<file path="config.mk">
export PLATFORM = sky130hd
export DESIGN_NAME = irq_ctrl
export DESIGN_NICKNAME = d
export VERILOG_FILES = /design/src/rtl/irq_ctrl.sv
export SDC_FILE = /design/constraint.sdc
export NUM_CORES = 1
export LEC_CHECK = 0
export ABC_AREA = 1
export CAP_MARGIN = 0
export CORE_ASPECT_RATIO = 0.8
export CORE_MARGIN = 2
export CORE_UTILIZATION = 50
export CTS_BUF_LIST = sky130_fd_sc_hd__clkbuf_8
export CTS_CLUSTER_SIZE = 14
export DETAILED_ROUTE_END_ITERATION = 10
export HOLD_SLACK_MARGIN = 0.1
export PLACE_DENSITY = 0.87
export SETUP_SLACK_MARGIN = 0.3
export SLEW_MARGIN = 25
export SYNTH_ARGS = -nofsm -noshare
export SYNTH_HDL_FRONTEND = slang
export SYNTH_SLANG_ARGS = --single-unit
</file>
<file path="constraint.sdc">
create_clock -name clk -period 1.8 [get_ports clk]
set_input_delay 0.18 -clock clk [delete_from_list [all_inputs] [get_ports clk]]
set_output_delay 0.18 -clock clk [all_outputs]
set_load 0.02 [all_outputs]
</file>
<file path="src/rtl/irq_ctrl.sv">
// Interrupt controller in front of the 6502 core: synchronised IRQ/NMI sources,
// edge/level pending logic, masking, fixed lowest-index priority and optional vectoring.
module irq_ctrl #(
  parameter int unsigned N_IRQ       = 8,
  parameter logic [7:0]  EDGE_MASK   = 8'h00,
  parameter logic [7:0]  MASK_RST    = 8'h00,
  parameter int unsigned SYNC_STAGES = 2,
  parameter logic [15:0] NMI_VECTOR  = 16'hfffa,
  parameter logic [15:0] IRQ_VECTOR  = 16'hfffe,
  parameter logic [15:0] VEC_BASE    = 16'hffe0
) (
  input  logic             clk,
  input  logic             rst,
  input  logic [N_IRQ-1:0] irq_src,
  input  logic             nmi_src,
  output logic             irq_o,
  output logic             nmi_o,
  input  logic             int_ack,
  output logic [15:0]      vec_addr,
  input  logic             reg_cs,
  input  logic             reg_we,
  input  logic [1:0]       reg_addr,
  input  logic [7:0]       reg_wdata,
  output logic [7:0]       reg_rdata
);

  localparam int unsigned CH_W = 8;
  localparam logic [CH_W-1:0] CH_VALID = CH_W'((9'(1) << N_IRQ) - 9'(1));
  localparam logic [CH_W-1:0] EDGE_CH  = EDGE_MASK & CH_VALID;

  logic [CH_W-1:0]        src_pad;
  logic [CH_W-1:0]        irq_sync [SYNC_STAGES];
  logic [SYNC_STAGES-1:0] nmi_sync;
  logic [CH_W-1:0]        irq_hist;
  logic                   nmi_hist;

  logic [CH_W-1:0] edge_pend_q, edge_pend_d;
  logic [CH_W-1:0] mask_q, status_q, status_d;
  logic            ctrl_q, nmi_pend_q, nmi_pend_d, irq_q;

  logic [CH_W-1:0] irq_lvl, irq_rise, pend, act, clr;
  logic [2:0]      win_id;
  logic            any_act, nmi_rise, ack_irq;
  logic            wr_pend, wr_mask, wr_ctrl;

  always_comb begin
    src_pad = '0;
    src_pad[N_IRQ-1:0] = irq_src;
  end

  assign wr_pend = reg_cs && reg_we && (reg_addr == 2'd0);
  assign wr_mask = reg_cs && reg_we && (reg_addr == 2'd1);
  assign wr_ctrl = reg_cs && reg_we && (reg_addr == 2'd3);

  // Level channels follow the synchroniser directly; edge channels latch a rise.
  assign irq_lvl  = irq_sync[SYNC_STAGES-1];
  assign irq_rise = irq_lvl & ~irq_hist & EDGE_CH;
  assign nmi_rise = nmi_sync[SYNC_STAGES-1] & ~nmi_hist;
  assign pend     = (edge_pend_q & EDGE_CH) | (irq_lvl & ~EDGE_CH & CH_VALID);
  assign act      = pend & mask_q;
  assign any_act  = |act;
  assign ack_irq  = int_ack && !nmi_pend_q && any_act;

  always_comb begin
    win_id = '0;
    for (int i = CH_W - 1; i >= 0; i--) begin
      if (act[i]) win_id = 3'(i);
    end
  end

  // Next-state for pending, NMI and STATUS; a new set beats a same-cycle clear.
  always_comb begin
    clr         = '0;
    status_d    = status_q;
    if (wr_pend) clr = clr | reg_wdata;
    if (ack_irq) clr = clr | (CH_W'(1) << win_id);
    edge_pend_d = ((edge_pend_q & ~clr) | irq_rise) & EDGE_CH;
    nmi_pend_d  = (nmi_pend_q && !int_ack) || nmi_rise;
    if (int_ack) begin
      if (nmi_pend_q)   status_d = 8'hC0;
      else if (any_act) status_d = {1'b1, 4'b0000, win_id};
      else              status_d = 8'h00;
    end
  end

  always_ff @(posedge clk) begin
    if (rst) begin
      for (int s = 0; s < int'(SYNC_STAGES); s++) irq_sync[s] <= '0;
      nmi_sync    <= '0;
      irq_hist    <= '0;
      nmi_hist    <= 1'b0;
      edge_pend_q <= '0;
      nmi_pend_q  <= 1'b0;
      mask_q      <= MASK_RST;
      status_q    <= '0;
      ctrl_q      <= 1'b0;
      irq_q       <= 1'b0;
    end else begin
      irq_sync[0] <= src_pad;
      nmi_sync[0] <= nmi_src;
      for (int s = 1; s < int'(SYNC_STAGES); s++) begin
        irq_sync[s] <= irq_sync[s-1];
        nmi_sync[s] <= nmi_sync[s-1];
      end
      irq_hist    <= irq_lvl;
      nmi_hist    <= nmi_sync[SYNC_STAGES-1];
      edge_pend_q <= edge_pend_d;
      nmi_pend_q  <= nmi_pend_d;
      status_q    <= status_d;
      irq_q       <= any_act;
      if (wr_mask) mask_q <= reg_wdata;
      if (wr_ctrl) ctrl_q <= reg_wdata[0];
    end
  end

  assign irq_o = irq_q;
  assign nmi_o = nmi_pend_q;

  always_comb begin
    vec_addr = IRQ_VECTOR;
    if (nmi_pend_q)            vec_addr = NMI_VECTOR;
    else if (ctrl_q && any_act) vec_addr = VEC_BASE + 16'({win_id, 1'b0});
  end

  always_comb begin
    reg_rdata = '0;
    case (reg_addr)
      2'd0: reg_rdata = pend;
      2'd1: reg_rdata = mask_q;
      2'd2: reg_rdata = status_q;
      2'd3: reg_rdata = {7'b0000000, ctrl_q};
      default: reg_rdata = '0;
    endcase
  end

endmodule
</file>
==> impl_metrics.yaml <==
power_and_ir_drop:
  worst_ir_drop_vdd_uv: 541.6
  power_density_nw_per_um2: 832.7
  p_leak_nw: 1.162
cells_and_area:
  finalNonFillerCells: 310
  fin_area_um2: 2307
  fin_nets: 295
  syn_to_final_growth_pct: 54.70
  final_cell_mix: "nor2_1, inv_1, buf_4"
  seq_area_um2: 723.2
  final_util_pct: 82.17
  nFillCells: 168
  drive_above_1_share_pct: 36.03
  multiInputGateArea_um2: 723.2
  diodes: 0
  layout_commonest_cell: "nor2_1"
placement:
  dp.final_hpwl_um: 2329
  placed_cells: 284
  place_area_um2: 1916
  gp_congestion: 0.8491
  place_ws_ps: -213.5
  port_buffers: 37
worst_hold_path:
  min_path_type: "input port to flop"
  min_path_cells: 3
  hold_path_end: "irq_sync[0][5]"
  hp-start: "irq_src[5]"
clocking:
  clkSinkCount: 35
  numCtsBuffers: 5
  cts.clk_slew.worst_paths_ps: 70
  cts-root-buf: "clkbuf_8"
  postCtsHoldBufs: 0
  cts.path.max_buffers: 2
  clk_latency_ps: 300
  htree_levels: 2
  cts_tree: "done"
sta:
  fin_crit_ps: 1648
  final-setup-viol-count: 0
  max_freq_mhz: 606.7
  whs_ps: 387.1
  rsz0062_at_grt: "true"
  hold_viol_final: 0
  slew_viol_final: 0
  period_share_pct: 91.57
  skew_ps: 9.851
  setup_slack_ps: 151.8
yosys:
  avgSynthCellArea_um2: 7.275
  synth-seq-cells: 35
  syn_inst: 205
  ys.warnings.count: 0
  ys_seq_area_share_pct: 46.98
  post_synth_num_cell_types: 26
  synth_area_um2: 1491
floorplanning:
  dieArea_um2: 3438
  core-area_um2: 2808
  dieHeight_um: 52.85
  io_pins: 50
  die_w_um: 65.06
  initial_core_util_pct: 53.12
  rows: 17
route:
  vias: 1617
  remaining_drc_errors: 0
  wl_per_cell_um: 15.89
  viasPerCell: 5.216
  first_iter_violations: 213
  ant_nets: 0
  routed_wl_um: 4927
  first_pass_iters: 5
global_routing:
  grt-ovfl-total: 0
  grt_pass1_wl_um: 6216
  first_global_vias: 1349
  antenna_found_initial: 0
  grt_use_total_pct: 24.94
  grt_max_degree: 25
worst_setup_path:
  path_max_fanout: 3
  worst_ep_required_time_ps: 1620
  reg2reg_depth: 10
  endpoint_kind: "output port"
  start_kind: "flop"
  timing.rr.start: "irq_sync[0][12]"
  worstPathArrival_ps: 1470
  r2r_slack_ps: 280
  r2r_end: "status_q[1]"
  path_class: "flop to output port"
job:
  max_cap_violations: 0
outcome:
  status: "completed"
layout make-up:
class | count | share of cell area [%]
Clock buffer | 5 | 2.983
Clock inverter | 3 | 2.766
Inverter | 32 | 5.423
Multi-Input combinational cell | 132 | 31.34
Sequential cell | 35 | 31.34
Tap cell | 38 | 2.061
Timing Repair Buffer | 65 | 24.08
sequential cells by signal, summed over array words and instances (netlist names):
name and cells:
irq_o 1, nmi_hist 1, ctrl_q 1, mask_q 8, nmi_o 1, nmi_sync 2, irq_sync 16, status_q 5
timing repair:
action,4_1_cts,5_1_grt
resized for setup,82,39
endpoints found under the hold margin,0,0
setup endpoints to repair,13,6
cloned,0,0
pin swaps,8,18
setup buffers,13,5
report_power, final:
group	switching, mW	internal [mW]
Sequential	0.0224	0.807
Combinational	0.133	0.110
Clock	0.301	0.548
Total	0.456	1.47
through the flow:
step                TNS (ps)  total power [mW]
finish                     0             1.921
detailed placement     -1435             1.039
floorplan                  0            0.9577
global placement       -1144             1.034
global route               0             1.972
CTS                        0             1.880
logic make-up (layout without fill, tap and decap cells):
group | count (synthesis) | in the layout | synth area share, %
other | 2 | 12 | 0.5035
AND/OR/NAND/NOR | 92 | 92 | 25.50
flip-flops | 35 | 35 | 46.98
buffers and inverters | 48 | 105 | 15.52
AO/OA/AOI/OAI | 28 | 28 | 11.49
worst max-delay path: stages, from the launching register on:
cell and delay (ps):
dfxtp_2 340, nand2_4 100, inv_2 40, nand2_1 60
nand2_1 50, nand2_1 60, nand2_1 70, nand2_1 90
nand2_2 70, nand2_2 100, nand2_2 60, buf_6 130
how the worst max path moves through the flow:
stage,start,to,slack (ps),depth (start not counted)
floorplan,mask_q[0],vec_addr[3],440,5
global placement,reg_addr[1],reg_rdata[7],-180,6
detailed placement,reg_addr[0],reg_rdata[7],-210,6
CTS,mask_q[7],vec_addr[3],250,8
global route,irq_sync[0][15],vec_addr[1],80,11
finish,irq_sync[0][15],vec_addr[1],150,11
metal layers:
metal | routed length, µm | vias up | global-route usage [%]
met4 | 288 | 0 | 11.11
li1 | - | 733 | -
met2 | 2183 | 124 | 41.92
met3 | 540 | 32 | 8.298
met5 | 0 | - | 0
met1 | 1914 | 728 | 29.33
cells in the mapped netlist (all sizes together):
master	count	share of area, %
clkbuf	4	1.1
conb	2	0.50
nor2	42	12
nand4	1	0.42
a21oi	9	3.3
a22o	3	1.8
o21bai	1	0.50
o221ai	1	0.59
o31ai	1	0.50
buf	12	6.0
dfxtp	35	47
nor3	1	0.34
nand2	42	11
inv	32	8.4
nand3	6	2.0
o211ai	1	0.50
a31oi	1	0.42
o21ai	11	3.9
Note: power is estimated with default switching activity, not from simulation.
